`config.mk`:
```
export PLATFORM = sky130hd
export DESIGN_NAME = register_file_mp
export DESIGN_NICKNAME = d
export VERILOG_FILES = /design/src/rtl/regfile_pkg.sv /design/src/rtl/regfile_scoreboard.sv /design/src/rtl/register_file_mp.sv
export SDC_FILE = /design/constraint.sdc
export NUM_CORES = 2
export LEC_CHECK = 0
export CAP_MARGIN = 10
export CORE_MARGIN = 2
export CORE_UTILIZATION = 42
export CTS_BUF_LIST = sky130_fd_sc_hd__clkbuf_16
export DETAILED_ROUTE_END_ITERATION = 8
export GPL_ROUTABILITY_DRIVEN = 0
export PLACE_DENSITY = 0.67
export REMOVE_ABC_BUFFERS = 1
export SLEW_MARGIN = 10
export SYNTH_ARGS = -nofsm -noshare
export SYNTH_HDL_FRONTEND = slang
export SYNTH_SLANG_ARGS = --single-unit
```
`constraint.sdc`:
```
create_clock -name clk -period 40.1 [get_ports clk]
set_clock_uncertainty 0.15 [all_clocks]
set_input_delay 8.02 -clock clk [delete_from_list [all_inputs] [get_ports clk]]
set_output_delay 8.02 -clock clk [all_outputs]
set_load 0.02 [all_outputs]
```
`src/rtl/regfile_pkg.sv`:
```
// -----------------------------------------------------------------------------
// regfile_pkg
// Shared definitions for the RISCAT multi-port register file.
//   DEF_XLEN / DEF_NREGS : default data width and architectural register count
//   DEF_AW               : default register-address width
//   reg_addr_t / xlen_t  : address and data types at the default sizes
//   REG_ZERO             : architectural index of the hard-wired zero register
// -----------------------------------------------------------------------------
package regfile_pkg;

  localparam int DEF_XLEN  = 32;
  localparam int DEF_NREGS = 32;
  localparam int DEF_AW    = $clog2(DEF_NREGS);

  typedef logic [DEF_AW-1:0]   reg_addr_t;
  typedef logic [DEF_XLEN-1:0] xlen_t;

  localparam reg_addr_t REG_ZERO = '0;

endpackage : regfile_pkg

```
`src/rtl/regfile_scoreboard.sv`:
```
// -----------------------------------------------------------------------------
// regfile_scoreboard
// One busy bit per architectural register, tracking in-flight producers.
// A reservation sets the bit, a write clears it. A reservation wins over a
// same-cycle write to the same register, because the new producer is younger.
// With ZERO_REG=1, bit 0 never sets.
// Ports:
//   clk, reset          : rising-edge clock, asynchronous active-high reset
//   rsv_en, rsv_addr    : reserve request from issue
//   wr_en, wr_addr      : writeback, releases the reservation
//   busy_vec            : registered busy bits, bit i = register i
// -----------------------------------------------------------------------------
module regfile_scoreboard
  import regfile_pkg::*;
#(
  parameter  int NREGS    = DEF_NREGS,
  parameter  bit ZERO_REG = 1'b1,
  localparam int AW       = $clog2(NREGS)
) (
  input  logic             clk,
  input  logic             reset,
  input  logic             rsv_en,
  input  logic [AW-1:0]    rsv_addr,
  input  logic             wr_en,
  input  logic [AW-1:0]    wr_addr,
  output logic [NREGS-1:0] busy_vec
);

  logic [NREGS-1:0] r_busy;
  logic [NREGS-1:0] w_busy_nxt;

  // Next busy state: set beats clear, otherwise hold; zero register masked
  always_comb begin
    w_busy_nxt = r_busy;
    for (int r = 0; r < NREGS; r++) begin
      if (rsv_en && (rsv_addr == AW'(r))) begin
        w_busy_nxt[r] = 1'b1;
      end else if (wr_en && (wr_addr == AW'(r))) begin
        w_busy_nxt[r] = 1'b0;
      end else begin
        w_busy_nxt[r] = r_busy[r];
      end
    end
    if (ZERO_REG) begin
      w_busy_nxt[0] = 1'b0;
    end else begin
      w_busy_nxt[0] = w_busy_nxt[0];
    end
  end

  // Busy-bit state register
  always_ff @(posedge clk or posedge reset) begin
    if (reset) begin
      r_busy <= '0;
    end else begin
      r_busy <= w_busy_nxt;
    end
  end

  assign busy_vec = r_busy;

endmodule : regfile_scoreboard

```
`src/rtl/register_file_mp.sv`:
```
// -----------------------------------------------------------------------------
// register_file_mp
// Multi-port integer register file with an integrated busy-bit scoreboard.
// There are NRD combinational read ports and one synchronous write port. An
// optional same-cycle forward sends write data to the read ports.
// Ports:
//   clk, reset          : rising-edge clock, asynchronous active-high reset
//   rd_en   [NRD]       : per-port read enable (disabled port reads 0, not busy)
//   rd_addr [NRD*AW]    : per-port read address, port i at [i*AW +: AW]
//   rd_data [NRD*XLEN]  : per-port read data,    port i at [i*XLEN +: XLEN]
//   rd_busy [NRD]       : addressed register has a pending producer
//   wr_en, wr_addr, wr_data : write port; a write also releases the reservation
//   rsv_en, rsv_addr    : reserve a destination register at issue
//   busy_vec [NREGS]    : current busy bits
// -----------------------------------------------------------------------------
module register_file_mp
  import regfile_pkg::*;
#(
  parameter  int XLEN     = DEF_XLEN,
  parameter  int NREGS    = DEF_NREGS,
  parameter  int NRD      = 2,
  parameter  bit BYPASS   = 1'b1,
  parameter  bit ZERO_REG = 1'b1,
  localparam int AW       = $clog2(NREGS)
) (
  input  logic                clk,
  input  logic                reset,
  input  logic [NRD-1:0]      rd_en,
  input  logic [NRD*AW-1:0]   rd_addr,
  output logic [NRD*XLEN-1:0] rd_data,
  output logic [NRD-1:0]      rd_busy,
  input  logic                wr_en,
  input  logic [AW-1:0]       wr_addr,
  input  logic [XLEN-1:0]     wr_data,
  input  logic                rsv_en,
  input  logic [AW-1:0]       rsv_addr,
  output logic [NREGS-1:0]    busy_vec
);

  logic [XLEN-1:0] w_mem [NREGS];

  // ---------------------------------------------------------------------------
  // Storage. With ZERO_REG the entry for register 0 is not built at all; it is
  // a constant zero, so writes to it vanish without any extra gating.
  // ---------------------------------------------------------------------------
  for (genvar g = 0; g < NREGS; g++) begin : g_mem
    if (ZERO_REG && (g == 0)) begin : g_zero
      assign w_mem[g] = '0;
    end else begin : g_reg
      logic [XLEN-1:0] r_val;

      // Capture write data when this entry is the write target
      always_ff @(posedge clk or posedge reset) begin
        if (reset) begin
          r_val <= '0;
        end else if (wr_en && (wr_addr == AW'(g))) begin
          r_val <= wr_data;
        end else begin
          r_val <= r_val;
        end
      end

      assign w_mem[g] = r_val;
    end
  end

  // ---------------------------------------------------------------------------
  // Scoreboard
  // ---------------------------------------------------------------------------
  regfile_scoreboard #(
    .NREGS    (NREGS),
    .ZERO_REG (ZERO_REG)
  ) u_scoreboard (
    .clk      (clk),
    .reset    (reset),
    .rsv_en   (rsv_en),
    .rsv_addr (rsv_addr),
    .wr_en    (wr_en),
    .wr_addr  (wr_addr),
    .busy_vec (busy_vec)
  );

  // ---------------------------------------------------------------------------
  // Read ports. Priority: disabled, then zero register, then forward, then
  // stored value. A forwarded read reports not-busy because the producer
  // completes in this very cycle.
  // ---------------------------------------------------------------------------
  for (genvar p = 0; p < NRD; p++) begin : g_rd
    logic [AW-1:0]   w_addr;
    logic [XLEN-1:0] w_data;
    logic            w_busy;

    assign w_addr = rd_addr[p*AW +: AW];

    // Read mux with zero-register and write-forward priority
    always_comb begin
      w_data = '0;
      w_busy = 1'b0;
      if (!rd_en[p]) begin
        w_data = '0;
        w_busy = 1'b0;
      end else if (ZERO_REG && (w_addr == AW'(REG_ZERO))) begin
        w_data = '0;
        w_busy = 1'b0;
      end else if (BYPASS && wr_en && (wr_addr == w_addr)) begin
        w_data = wr_data;
        w_busy = 1'b0;
      end else begin
        w_data = w_mem[w_addr];
        w_busy = busy_vec[w_addr];
      end
    end

    assign rd_data[p*XLEN +: XLEN] = w_data;
    assign rd_busy[p]              = w_busy;
  end

endmodule : register_file_mp

```
# --- Word-level counts from Yosys, hierarchy flattened ---
# Cells that the tools add are included.
word_totals:
  reg_bits: 1023
  latchBits: 0
  mem_bits_rw: 0
  mem_bits_ro: 0
  input_bits: 58
  out_inout_bits: 98
  word_cells: 313
  memories: 0
classes:
  addsub: 0
  n_mul: 0
  n_div: 0
  order_cmp: 4
  n_eq_ne: 64
  n_shift: 0
  n_mux: 84
  bitwise_logic: 2
  reduce_logical: 97
op_table:
  columns: ["operator", "count"]
  rows:
  - ["binary-select mux 32 bit (select 5 bit)", 2]
  - ["2-to-1 mux 32 bit", 10]
  - ["== test 5 bit (second input constant)", 32]
  - ["== test 5 x 4 -> 1 bit (second input constant)", 16]
  - ["2-to-1 mux 1 bit", 70]
  - ["logical AND 1 bit", 64]
  - ["nonzero test 2 bit", 31]
  - ["== test 5 x 3 -> 1 bit (second input constant)", 8]
  - ["== test 5 x 2 -> 1 bit (second input constant)", 4]
  - ["greater-or-equal comparator 6 bit (second input constant)", 2]
  - ["less-than comparator 5 x 6 -> 1 bit (second input constant)", 2]
  - ["inverter 5 -> 6 bit", 2]
  - ["binary-select mux 1 bit (select 5 bit)", 2]
  - ["== test 5 x 1 -> 1 bit (second input constant)", 2]
  - ["== test 5 bit", 2]
  - ["logical NOT 5 bit", 2]

# --- Longest topological paths before layout ---
logic_depth:
  word_depth: 7
  ltp_mapped: 10

# --- Hierarchy ---
# Synthesis repeated with hierarchy kept, for this count alone.
unflattened:
  cells_unflattened: 3848
  hier_area_um2: 55632.1
by_module_without_submodules:
  columns: ["module", "instances", "cells_each", "area_each_um2", "seq_area_each_um2"]
  rows:
  - ["register_file_mp", 1, 3722, 54310.8, 24823.8]
  - ["regfile_scoreboard", 1, 126, 1321.3, 775.7]

# --- Worst setup path after synthesis ---
# Ideal clock, no wire load.
synth_timing:
  path_kind: "input to output"
  startpoint: "in rd_addr[7]"
  endpoint: "out rd_data[43]"
  arrival_ps: 9985
  required_ps: 31930
  setup_slack_ps: 21945
  path_stages: 5
  path_buffers: 3
  cell_sequence: "buf_2 -> clkbuf_1 -> buf_2 -> mux4_2 -> a221o_1"
synth_between:
  elab_chain_len: 7
  word_cells_on_any_way: 10
  classes_between: "eq/ne: 1; mux: 6; bitwise: 1; reduce/logical: 2"
synth_lines:
  columns: ["item", "line_no", "rtl"]
  rows:
  - ["start: declaration", "register_file_mp.sv:29", "input logic [NRD*AW-1:0] rd_addr,"]
  - ["inverter 5 -> 6 bit (implied by the code)", "register_file_mp.sv:109", "w_data = w_mem[w_addr];"]
  - ["binary-select mux 32 bit (select 5 bit)", "register_file_mp.sv:109", null]
  - ["2-to-1 mux 32 bit (implied by the code) (2 in a row)", "register_file_mp.sv:109", null]
  - ["2-to-1 mux 32 bit", "register_file_mp.sv:105", "end else if (BYPASS && wr_en && (wr_addr == w_addr)) begin"]
  - ["2-to-1 mux 32 bit *", "register_file_mp.sv:102", "end else if (ZERO_REG && (w_addr == AW'(REG_ZERO))) begin"]
  - ["2-to-1 mux 32 bit *", "register_file_mp.sv:99", "if (!rd_en[p]) begin"]
  - ["end: declaration", "register_file_mp.sv:30", "output logic [NRD*XLEN-1:0] rd_data,"]
# Every way passes the cells marked *; elsewhere a longest branch is shown, timed or not. The select of a mux whose other input is x is not followed.

# --- Final worst setup path ---
layout_timing:
  startpoint: "in rd_addr[6]"
  endpoint: "out rd_data[40]"
# Same word-level chain as after synthesis.

==> run summary <==
Final Max Slew Viols: 0
GRT Resource Usage Total: 26.24%
Num Clock Sinks: 1,023
Setup_tns: 0 ns
Slew headroom: 22.55%
GRT overflow: 0
Share of cells above drive strength 1: 47.06%
Clk Latency, worst-skew pair: 0.70 ns
Ys async rst share: 100.0%
Antenna violations before repair: 7
Yosys warns: 0
Slack of the critical path: 19.25 ns
Reg clk slew, reported paths: 0.06 ns
Hold crit path type: flip-flop to flip-flop
First-pass GRT wire length: 261,700 um
Vias/cell: 6.531
Register Area: 25,600 um2
Num rows: 133
Max Freq: 47.96 MHz
Dpl hpwl: 97,140 um
Crit path time final: 20.85 ns
Slew @ Worst Pin: 1.158 ns
Hold-fix buffers, CTS: 0
Nets: 3,787
TritonRoute pass-1 iters: 8
Max_cap viols: 0
Postcts setup bufs: 0
Root Driver: clkbuf_16
CTS tree: done
Ys flop type: dfrtp_1
FF+latch count, synth: 1,023
Number of global-route vias before repair: 37,060
Required @ worst endpoint: 31.93 ns
Post-Place Setup Slack: 19.33 ns
Largest net degree at the start of global routing: 161
Worst EP arrival: 12.68 ns
Synth area leader: dfrtp_1
Syn Area/Cell: 14.79 um2
Via count: 36,430
Die width: 368.2 um
Leakage: 26.41 nW
# fillers: 11,290
Kind of critical path: input pin to primary output
RSZ-0062 raised after global routing: false
CTS max path bufs: 3
Outcome: complete, no violations
I/O Buffers: 154
Synthesized area: 55,710 um2
Final period util: 52.00%
Ports: 156
Total core area: 131,600 um2
Sequential area share after synthesis: 45.95%
Worst setup SP type: input pin
Synth top area cells: dfrtp_1, mux2_2, mux4_2
Final Hold Viols: 0
DR iter-0 viols: 3,727
PwrDens: 49.08 nW/um2
Number of synthesized flops with an enable pin: 0
Die Height: 368.2 um
DRC violations left: 0
Final setup fails: 0
Footprint of the multi-input gates: 28,380 um2
Layout area overhead: 11.47%
Setup crit end kind: primary output
Crit path max fanout: 87
Initial Util: 42.32%
Average wire per standard cell: 31.80 um
CTS buffer count: 107
Post-route ant nets: 0
Post-Syn Instances: 3,766
Synth cell types: 61
Total die area: 135,600 um2
Post-Route WL: 177,400 um
Max VDD drop: 0.03166 mV
Post-synth top area share: 45.95%
Post-CTS resize count: 0
H-Tree Depth: 3
## kinds of logic after synthesis
family / synth area share [%]
mux: 43.52
flops: 45.95
buf+inv: 3.483
compound gates: 4.274
simple gates: 2.605
xor+xnor: 0.1572
other cells: 0.006731
## cells in the final DEF, fill, tap and decap left out, drive strengths merged, types with 24 or more instances in the layout
master / synthesis / final
nor3: 24 / 24
nand3: 32 / 32
buf: 198 / 121
mux4: 483 / 483
nor2: 56 / 56
a221oi: 33 / 33
inv: 11 / 39
clkdlybuf4s50: 0 / 144
a22o: 34 / 34
o22ai: 39 / 39
o21ai: 57 / 57
clkbuf: 213 / 110
mux2: 1077 / 1077
nand2: 105 / 105
clkinv: 0 / 43
dfrtp: 1023 / 1023
mux2i: 124 / 124
## where the power goes
| part | total [mW] | switching, mW | internal [mW] |
|---|---|---|---|
| Combinational | 0.675 | 0.271 | 0.405 |
| Clock | 0.987 | 0.435 | 0.553 |
| Sequential | 1.39 | 0.149 | 1.24 |
## per-stage QoR
stage                     total power [mW]  hold WS (ns)  cells  utilization (%)  cell area [um2]
after detailed placement             2.073        0.3385   5375            44.58            58680
final                                3.048        0.3523   5578            47.18            62100
after CTS                            3.060        0.3521   5571            47.17            62090
after global routing                 3.176        0.3640   5571            47.17            62090
after global placement               2.049        0.3290   5375            44.58            58680
after floorplan                      1.836        0.3198   3355                -            53810
## sequential cells by signal, summed over array words and instances, names as in the netlist
register	flops
g_mem.g_reg.r_val	992
u_scoreboard.busy_vec	31
## Yosys cell counts, types with 6 or more instances
| cell | instances |
|---|---|
| a2111oi_0 | 17 |
| a211oi_1 | 11 |
| a21oi_1 | 18 |
| a221o_1 | 23 |
| a221oi_1 | 33 |
| a22o_1 | 34 |
| a22oi_1 | 23 |
| a31oi_1 | 14 |
| and2_1 | 8 |
| and3_1 | 19 |
| buf_1 | 68 |
| buf_2 | 84 |
| buf_4 | 28 |
| buf_6 | 15 |
| clkbuf_1 | 213 |
| dfrtp_1 | 1023 |
| inv_1 | 9 |
| mux2_1 | 83 |
| mux2_2 | 994 |
| mux2i_1 | 124 |
| mux4_2 | 483 |
| nand2_1 | 105 |
| nand2b_1 | 15 |
| nand3_1 | 32 |
| nand4_1 | 12 |
| nor2_1 | 55 |
| nor2b_1 | 18 |
| nor3_1 | 24 |
| o21a_1 | 6 |
| o21ai_0 | 44 |
| o21ai_1 | 13 |
| o22ai_1 | 39 |
| o311ai_1 | 10 |
| o32ai_1 | 6 |
| xor2_1 | 7 |
## worst paths after layout
kind / startpoint / endpoint / slack [ns] / cells after the start
max: rd_addr[6] / rd_data[40] / 19.25 / 9
min: g_mem[14].g_reg.r_val[1] / g_mem[14].g_reg.r_val[1] / 0.35 / 1
max reg2reg: u_scoreboard.busy_vec[27] / u_scoreboard.busy_vec[27] / 39.11 / 2
min reg2reg: g_mem[14].g_reg.r_val[1] / g_mem[14].g_reg.r_val[1] / 0.35 / 1
max in group asynchronous: reset / g_mem[26].g_reg.r_val[14] / 28.75 / 5
min in group asynchronous: reset / g_mem[31].g_reg.r_val[5] / 7.82 / 2
## critical path, cell delays in order
cell and delay (ns):
buf_8 0.55, buf_4 0.63, xnor2_1 0.19, and2_1 0.27, nand3_4 0.72, nor2_4 0.88, buf_4 0.48, a221o_1 0.23
clkdlybuf4s50_1 0.60
## layer usage
metal / up-vias / track usage [%] / part of all wire [%] / routed length [um]
li1: 14590 / - / - / -
met1: 19750 / 36.50 / 41 / 72760
met2: 1736 / 41.10 / 47 / 82620
met3: 350 / 4.995 / 8.7 / 15400
met4: 6 / 9.505 / 3.7 / 6586
met5: - / 0 / 0.023 / 40
## final cells by class
class                           instances  share of cell area, %
Clock inverter                         86                  1.050
Tap cell                             1755                  3.536
Inverter                               11                0.08059
Clock buffer                          110                  4.432
Antenna cell                            7                0.02821
Sequential cell                      1023                  41.22
Multi-Input combinational cell       2321                  45.70
Timing Repair Buffer                  265                  3.957
(Power assumes the default switching activity.)
